--- config.mk ---
export PLATFORM = sky130hd
export DESIGN_NAME = snoop_controller
export DESIGN_NICKNAME = d
export VERILOG_FILES = /design/src/rtl/snoop_controller.sv
export SDC_FILE = /design/constraint.sdc
export NUM_CORES = 1
export LEC_CHECK = 0
export ABC_AREA = 0
export ABC_CLOCK_PERIOD_IN_PS = 2400
export BUFFER_PORTS_ARGS = -buffer_cell sky130_fd_sc_hd__buf_2
export CAP_MARGIN = 20
export CORE_UTILIZATION = 45
export DETAILED_ROUTE_END_ITERATION = 8
export PLACE_DENSITY = 0.75
export SLEW_MARGIN = 40
export SYNTH_ARGS = -nofsm -noshare
export SYNTH_HDL_FRONTEND = slang
export SYNTH_SLANG_ARGS = --single-unit
--- constraint.sdc ---
create_clock -name clk -period 2.4 [get_ports clk]
set_clock_uncertainty 0.2 [all_clocks]
set_input_delay 0.36 -clock clk [delete_from_list [all_inputs] [get_ports clk]]
set_output_delay 0.36 -clock clk [all_outputs]
set_load 0.01 [all_outputs]
--- src/rtl/snoop_controller.sv ---
// Snoop path sequencer for one L1: accepts a coherence request, arbitrates for
// the shared state/tag RAM port 2, applies the MESI transition, fetches dirty
// data on M hits and returns the snoop response.
module snoop_controller #(
  parameter int unsigned ADDR_WIDTH   = 32,
  parameter int unsigned TAG_WIDTH    = 22,
  parameter int unsigned INDEX_WIDTH  = 6,
  parameter int unsigned OFFSET_WIDTH = 4,
  parameter int unsigned STATE_WIDTH  = 3
) (
  input  logic                   clk,
  input  logic                   rst,
  input  logic                   snp_valid,
  output logic                   snp_ready,
  input  logic [ADDR_WIDTH-1:0]  snp_addr,
  input  logic [1:0]             snp_type,
  output logic                   ram_req,
  input  logic                   ram_gnt,
  output logic [INDEX_WIDTH-1:0] ram_index,
  output logic [TAG_WIDTH-1:0]   tag_compare,
  input  logic                   chk_hit,
  input  logic [1:0]             chk_hit_way,
  input  logic [STATE_WIDTH-1:0] chk_hit_state,
  output logic                   state_tag_w_en,
  output logic [STATE_WIDTH-1:0] new_state,
  output logic                   dat_req,
  output logic [1:0]             dat_way,
  input  logic                   dat_ack,
  output logic                   rsp_valid,
  input  logic                   rsp_ready,
  output logic                   rsp_hit,
  output logic                   rsp_dirty,
  output logic                   rsp_shared
);

  localparam logic [STATE_WIDTH-1:0] ST_M = STATE_WIDTH'(3'b000);
  localparam logic [STATE_WIDTH-1:0] ST_S = STATE_WIDTH'(3'b010);
  localparam logic [STATE_WIDTH-1:0] ST_I = STATE_WIDTH'(3'b100);

  localparam logic [1:0] SNP_READ_UNIQUE = 2'd1;
  localparam logic [1:0] SNP_INVALIDATE  = 2'd2;

  typedef enum logic [2:0] {
    IDLE, ARB, LOOKUP, COMPARE, DATA, UPDATE, RESP
  } fsm_t;

  fsm_t state_q, state_d;

  // Transaction context latched at accept / compare time
  logic [TAG_WIDTH-1:0]   tag_q, tag_d;
  logic [INDEX_WIDTH-1:0] idx_q, idx_d;
  logic [1:0]             type_q, type_d;
  logic                   hit_q, hit_d;
  logic [1:0]             way_q, way_d;
  logic [STATE_WIDTH-1:0] cst_q, cst_d;

  logic [STATE_WIDTH-1:0] nxt_c;
  logic                   active_c;

  // Next values of the registered outputs
  logic                   snp_ready_d, ram_req_d, state_tag_w_en_d, dat_req_d;
  logic                   rsp_valid_d, rsp_hit_d, rsp_dirty_d, rsp_shared_d;
  logic [INDEX_WIDTH-1:0] ram_index_d;
  logic [TAG_WIDTH-1:0]   tag_compare_d;
  logic [STATE_WIDTH-1:0] new_state_d;
  logic [1:0]             dat_way_d;

  // Line offset bits never affect the snoop
  logic unused_offset;
  assign unused_offset = ^snp_addr[OFFSET_WIDTH-1:0];

  // Next-state, context capture and output decode
  always_comb begin
    state_d  = state_q;
    tag_d    = tag_q;
    idx_d    = idx_q;
    type_d   = type_q;
    hit_d    = hit_q;
    way_d    = way_q;
    cst_d    = cst_q;
    nxt_c    = ST_S;
    active_c = 1'b0;

    case (state_q)
      IDLE: begin
        if (snp_valid && snp_ready) begin
          state_d = ARB;
          tag_d   = snp_addr[ADDR_WIDTH-1 -: TAG_WIDTH];
          idx_d   = snp_addr[OFFSET_WIDTH +: INDEX_WIDTH];
          type_d  = snp_type;
          hit_d   = 1'b0;
          way_d   = 2'b00;
          cst_d   = ST_I;
        end
      end
      ARB: begin
        if (ram_gnt) state_d = LOOKUP;
      end
      LOOKUP: state_d = COMPARE;
      COMPARE: begin
        // A way reported in I holds no line, so it is treated as a miss
        hit_d = chk_hit && (chk_hit_state != ST_I);
        way_d = chk_hit_way;
        cst_d = chk_hit_state;
        if (!hit_d)                                        state_d = RESP;
        else if (cst_d == ST_M && type_q != SNP_INVALIDATE) state_d = DATA;
        else                                               state_d = UPDATE;
      end
      DATA: begin
        if (dat_ack) state_d = UPDATE;
      end
      UPDATE: state_d = RESP;
      RESP: begin
        if (rsp_valid && rsp_ready) state_d = IDLE;
      end
      default: state_d = IDLE;
    endcase

    // Unique-ownership and invalidate snoops kill the line; everything else downgrades to S
    nxt_c = (type_d == SNP_READ_UNIQUE || type_d == SNP_INVALIDATE) ? ST_I : ST_S;

    // RAM port is locked from arbitration through the state write
    active_c = (state_d != IDLE) && (state_d != RESP);

    snp_ready_d      = (state_d == IDLE);
    ram_req_d        = active_c;
    ram_index_d      = active_c ? idx_d : INDEX_WIDTH'(0);
    tag_compare_d    = active_c ? tag_d : TAG_WIDTH'(0);
    dat_req_d        = (state_d == DATA);
    dat_way_d        = (state_d == DATA) ? way_d : 2'b00;
    state_tag_w_en_d = (state_d == UPDATE) && (nxt_c != cst_d);
    new_state_d      = (state_d == UPDATE) ? nxt_c : STATE_WIDTH'(0);
    rsp_valid_d      = (state_d == RESP);
    rsp_hit_d        = (state_d == RESP) && hit_d;
    rsp_dirty_d      = (state_d == RESP) && hit_d && (cst_d == ST_M) && (type_d != SNP_INVALIDATE);
    rsp_shared_d     = (state_d == RESP) && hit_d && (nxt_c == ST_S);
  end

  // State, context and output registers
  always_ff @(posedge clk) begin
    if (rst) begin
      state_q        <= IDLE;
      tag_q          <= TAG_WIDTH'(0);
      idx_q          <= INDEX_WIDTH'(0);
      type_q         <= 2'b00;
      hit_q          <= 1'b0;
      way_q          <= 2'b00;
      cst_q          <= ST_I;
      snp_ready      <= 1'b0;
      ram_req        <= 1'b0;
      ram_index      <= INDEX_WIDTH'(0);
      tag_compare    <= TAG_WIDTH'(0);
      state_tag_w_en <= 1'b0;
      new_state      <= STATE_WIDTH'(0);
      dat_req        <= 1'b0;
      dat_way        <= 2'b00;
      rsp_valid      <= 1'b0;
      rsp_hit        <= 1'b0;
      rsp_dirty      <= 1'b0;
      rsp_shared     <= 1'b0;
    end else begin
      state_q        <= state_d;
      tag_q          <= tag_d;
      idx_q          <= idx_d;
      type_q         <= type_d;
      hit_q          <= hit_d;
      way_q          <= way_d;
      cst_q          <= cst_d;
      snp_ready      <= snp_ready_d;
      ram_req        <= ram_req_d;
      ram_index      <= ram_index_d;
      tag_compare    <= tag_compare_d;
      state_tag_w_en <= state_tag_w_en_d;
      new_state      <= new_state_d;
      dat_req        <= dat_req_d;
      dat_way        <= dat_way_d;
      rsp_valid      <= rsp_valid_d;
      rsp_hit        <= rsp_hit_d;
      rsp_dirty      <= rsp_dirty_d;
      rsp_shared     <= rsp_shared_d;
    end
  end

endmodule

### After elaboration in Yosys (flattened, before gate mapping)

Cells that the tools add are included.

* memories: 0
* output and inout bits: 41
* word-level logic and storage cells: 78
* bits in latches: 0
* input port bits: 46
* memory bits (read-only): 0
* bits in writable memories: 0
* register bits after elaboration: 80

* order comparisons: 0
* shifts and indexed selects: 0
* multiplexer cells: 20
* multiply operators: 0
* bitwise gates (word level): 3
* eq/ne operators: 17
* div/mod/pow operators: 0
* $add $sub $neg: 0
* reduce and logical (&&, ||, !) cells: 19

Operator list (count)
* $mux W22: 2
* $pmux W3 S7: 1
* $eq A3 B3 Y1 const B: 6
* $mux W3: 6
* $logic_not A3 Y1: 4
* $mux W6: 2
* $logic_and A1 B1 Y1: 10
* $eq A3 B2 Y1 const B: 3
* $mux W2: 4
* $ne A3 B3 Y1 const B: 2
* $pmux W3 S2: 1
* $reduce_or A2 Y1: 3
* $ne A2 B2 Y1 const B: 2
* $pmux W2 S2: 1
* $eq A3 B1 Y1 const B: 1
* $ne A3 B3 Y1: 1
* $not A1 Y1: 3
* $reduce_bool A3 Y1: 1
* $eq A2 B1 Y1 const B: 1
* $eq A2 B2 Y1 const B: 1
* $mux W1: 2
* $pmux W1 S2: 1
* $logic_or A1 B1 Y1: 1

### Logic depth before layout (Yosys ltp)

* depth after elaboration: 9
* gate-level depth with buffers: 10
* depth with buffers taken out: 8

### Least setup slack after synthesis

Ideal clock, no wire load.

* path kind: register -> register
* start: reg state_q[1]
* end: reg state_tag_w_en
* stages on the path, launching flop included: 11
* required time: 2109 ps
* setup slack: -32 ps
* buffers on the path: 2
* arrival time: 2141 ps
* library setup time: 91 ps
* period minus slack after synthesis: 2432 ps
* path through: dfxtp_1 nor3_1 and3_1 buf_2 buf_4 mux2i_1 ha_1 mux2i_1 o21ai_0 a21o_1 a311oi_1

* cells in the longest elaborated chain, start to end: 7
* elaborated cells between the ends (all ways): 21
* those cells by class: eq/ne: 10; mux: 8; reduce/logical: 3

Ends and longest elaborated chain
* from (decl): RTL line 47 `fsm_t state_q, state_d;`
* from (signal assigned): RTL line 162 `state_q <= state_d;`
* $logic_not A3 Y1 *: RTL line 84 `case (state_q)`
* $mux W2 *: RTL line 84
* $eq A2 B1 Y1 or $eq A2 B2 Y1 (tied branches): RTL line 120 `nxt_c = (type_d == SNP_READ_UNIQUE || type_d == SNP_INVALIDATE) ? ST_I : ST_S;`
* $logic_or A1 B1 Y1 *: RTL line 120
* $mux W3 *: RTL line 120
* via nxt_c[1]: RTL line 57 `logic [STATE_WIDTH-1:0] nxt_c;`
* $ne A3 B3 Y1 *: RTL line 131 `state_tag_w_en_d = (state_d == UPDATE) && (nxt_c != cst_d);`
* $logic_and A1 B1 Y1 *: RTL line 131
* to (signal assigned): RTL line 173 `state_tag_w_en <= state_tag_w_en_d;`
* to (decl): RTL line 24 `output logic state_tag_w_en,`

Mark *: on every way through the listed nets, which the timed path passes. The rest lies on a longest branch.
A chain may end at the register's enable or synchronous reset.

### Worst setup path in the final report

* start: reg state_q[1]
* end: reg state_tag_w_en

* cells in the longest elaborated chain, start to end: 7
* elaborated cells between the ends (all ways): 21
* those cells by class: eq/ne: 10; mux: 8; reduce/logical: 3

Ends and longest elaborated chain
* $logic_not A3 Y1 *: RTL line 84
* $mux W2 *: RTL line 84
* via type_d[1]: RTL line 52 `logic [1:0] type_q, type_d;`
* $eq A2 B1 Y1 or $eq A2 B2 Y1 (tied branches): RTL line 120
* $logic_or A1 B1 Y1 *: RTL line 120
* $mux W3 *: RTL line 120
* via nxt_c[1]: RTL line 57
* $ne A3 B3 Y1 *: RTL line 131
* $logic_and A1 B1 Y1 *: RTL line 131

Marked as above.

==> qor.yml <==
cts:
  cts_tree: "done"
  root_buffer: "clkbuf_8"
  htree_levels: 3
  clk_latency_ns: 0.34
  cts_hold_buf: 0
  path_clk_slew_ns: 0.08
  cts_buffer_depth: 2
  clkSinkCount: 79
  numCtsBuffers: 9
timing:
  rsz0062_at_grt: "false"
  finalSetupViolCount: 0
  hold_viol_final: 0
  max_freq_ghz: 0.4356
  timing.final.crit_share: 0.9566
  fin_hold_ws_ns: 0.06218
  slew_headroom: 0.4908
  slew_viol_final: 0
  worst_pin_slew_ns: 0.7446
  min_period_ns: 2.296
  setup_ws_ns: 0.1041
floorplanning:
  dieWidth_um: 79.82
  initial_utilization: 0.4802
  design.die.area_um2: 6371
  die_y_um: 79.82
  rows: 27
  coreArea_um2: 5675
  boundaryPins: 87
setup_path:
  r2r_cells: 7
  cpMaxStageDelayCell: "mux2_2"
  crit_path_end_kind: "flip-flop"
  rr_endpoint: "state_tag_w_en$_SDFF_PP0_"
  cp.arrival_ns: 2.31
  critPathKind: "flip-flop to flip-flop"
  rrSetupSlack_ns: 0.10
  cp_max_fo: 4
  worstSetupStartpointType: "flip-flop"
  cpPeakStageDelay_ns: 0.37
  crit_top_cell: "mux2_2"
  worstReg2RegStart: "state_q[1]$_SDFF_PP0_"
  path_cells: "nor3_2 -> and3_4 -> mux2_2 -> ha_4 -> mux2_2 -> o21ai_1 -> a311oi_1"
  worstPathRequired_ns: 2.41
layout:
  final_area_um2: 3405
  regArea_um2: 1582
  final_cells: 422
  layout_commonest_cell: "buf_2"
  fillers: 525
  nNetsFinal: 393
  final_layout_size_suffix_gt1_frac: 0.3286
  final_cell_mix: "buf_2 (81), dfxtp_1 (79), nor2_1 (65)"
  multiInputGateArea_um2: 1046
  diodes: 0
  syn_to_final_growth_pct: 24.93
logic_synthesis:
  synth_ff_type: "dfxtp_1"
  synth_edf_count: 0
  synthArstFlopShare: 0
  ys_seq_elements: 79
  syn_area_per_cell_um2: 10.36
  yosys_warnings: 0
  synth_cell_types: 41
  synth.net_count: 310
  ys_seq_area_frac: 0.5803
  syn_area_um2: 2725
  synthCells: 263
drt:
  num_vias: 2089
  drc: 0
  drt-vias-per-instance: 4.950
  first_pass_iters: 4
  antenna_left: 0
  drt_first_iter_violations: 78
  wl_per_cell_um: 12.74
  wirelength_mm: 5.375
global_routing:
  grt_pass1_wl_mm: 8.935
  antenna_found_initial: 0
  grt_max_degree: 36
  grt_usage: 0.1860
  gr-total-overflow: 0
  first_global_vias: 2042
power_and_ir_drop:
  leakagePower_nw: 1.523
  vdd.ir_drop.worst_uv: 544.1
  power.density_nw_per_um2: 813.3
  power_w: 0.002769
placement:
  dp.cells: 407
  place_hpwl_mm: 3.681
  io_buffer_count: 81
  dp_slack_ns: -0.01206
  gp_congestion: 0.7918
  place_area_um2: 3169
worst_hold_path:
  hold_start: "chk_hit_way[0]"
  holdCritPathClass: "primary input to flip-flop"
  hold_depth: 3
  holdPathEnd: "way_q[0]$_SDFF_PP0_"
outcome:
  status: "completed"
flow_run:
  cap_violations: 0
[metrics by stage]
| step | TNS (ns) | utilization |
|---|---|---|
| after global routing | 0 | 0.5999 |
| after CTS | 0 | 0.5970 |
| after detailed placement | -0.01206 | 0.5584 |
| after floorplan | 0 | - |
| final | 0 | 0.5999 |
| after global placement | 0 | 0.5584 |
[final cells by class]
type                            instances  area share
Sequential cell                        79      0.4645
Multi-Input combinational cell        164      0.3072
Timing Repair Buffer                   89      0.1367
Clock buffer                            9     0.03638
Tap cell                               72     0.02646
Clock inverter                          6     0.02536
Inverter                                3    0.003308
[cell usage after synthesis (2+ instances only)]
library cell	n	area (µm²)
or3b_1	2	17.52
buf_2	3	15.01
a2bb2oi_1	3	26.28
buf_4	6	45.04
nor2_1	65	244.0
o21ai_0	4	20.02
or3_1	3	18.77
dfxtp_1	79	1582
nand3_1	5	25.02
inv_2	2	7.510
nor3_1	7	35.03
nor2b_1	2	12.51
a21oi_1	8	40.04
mux2i_1	30	300.3
and3_1	2	12.51
a21o_1	3	22.52
buf_6	3	33.78
clkbuf_1	5	18.77
nand2_1	6	22.52
and2_1	3	18.77
nor3b_1	2	15.01
[cells by family (layout without fill, tap and decap cells)]
logic type               after synthesis  count (layout)  share of synthesized area
flip-flops                            79              79                     0.5804
AO/OA/AOI/OAI                         28              28                    0.07622
multiplexers                          32              32                     0.1185
AND/OR/NAND/NOR                      102             102                     0.1736
other                                  1               1                   0.001376
adder cells (fa/ha/maj)                1               1                   0.004591
buffers and inverters                 20             107                    0.04545
[sequential cells by signal (all words and copies together), names as in the netlist]
register        flops
tag_compare        22
tag_q              22
idx_q               6
ram_index           6
cst_q               3
state_q             3
dat_way             2
new_state           2
type_q              2
way_q               2
dat_req             1
hit_q               1
ram_req             1
rsp_dirty           1
rsp_hit             1
rsp_shared          1
rsp_valid           1
snp_ready           1
state_tag_w_en      1
[where the power goes]
part | internal [W] | leakage, nW | switching, W | total, W
sequential | 0.00137 | 0.640 | 0.0000196 | 0.00139
clock | 0.000578 | 0.105 | 0.000457 | 0.00104
combinational | 0.000152 | 0.778 | 0.000193 | 0.000344
total | 0.00210 | 1.52 | 0.000670 | 0.00277
[per-layer routing]
metal  vias to the layer above  GRT usage  part of all wire
met5                         -          0                 0
met4                         0     0.1071             0.019
met3                         8    0.04800             0.057
met2                        73     0.3103              0.46
met1                       955     0.2145              0.46
li1                       1053          -                 -
[critical path, delay by kind of cell, from the launching register on]
kind / cells / cell delay [ns]
adders and majority gates: 1 / 0.29
DFF: 1 / 0.32
muxes: 2 / 0.70
and+or+nand+nor: 2 / 0.42
AOI/OAI and AO/OA: 2 / 0.23
[how the worst max path moves through the flow]
stage	startpoint	slack, ns	to
after floorplan	state_q[1]$_SDFF_PP0_	0.004	state_tag_w_en$_SDFF_PP0_
after global placement	state_q[1]$_SDFF_PP0_	0.04	state_tag_w_en$_SDFF_PP0_
after detailed placement	state_q[1]$_SDFF_PP0_	-0.01	state_tag_w_en$_SDFF_PP0_
after CTS	state_q[1]$_SDFF_PP0_	0.03	state_tag_w_en$_SDFF_PP0_
after global routing	state_q[1]$_SDFF_PP0_	0.02	state_tag_w_en$_SDFF_PP0_
final	state_q[1]$_SDFF_PP0_	0.10	state_tag_w_en$_SDFF_PP0_
[repair_timing]
| item | 4_1_cts | 5_1_grt |
|---|---|---|
| gates cloned | 0 | 0 |
| buffers inserted | 0 | 0 |
| setup endpoints to repair | 1 | 1 |
| gates resized for setup | 2 | 4 |
No activity file was read; power rests on OpenSTA's default activity.
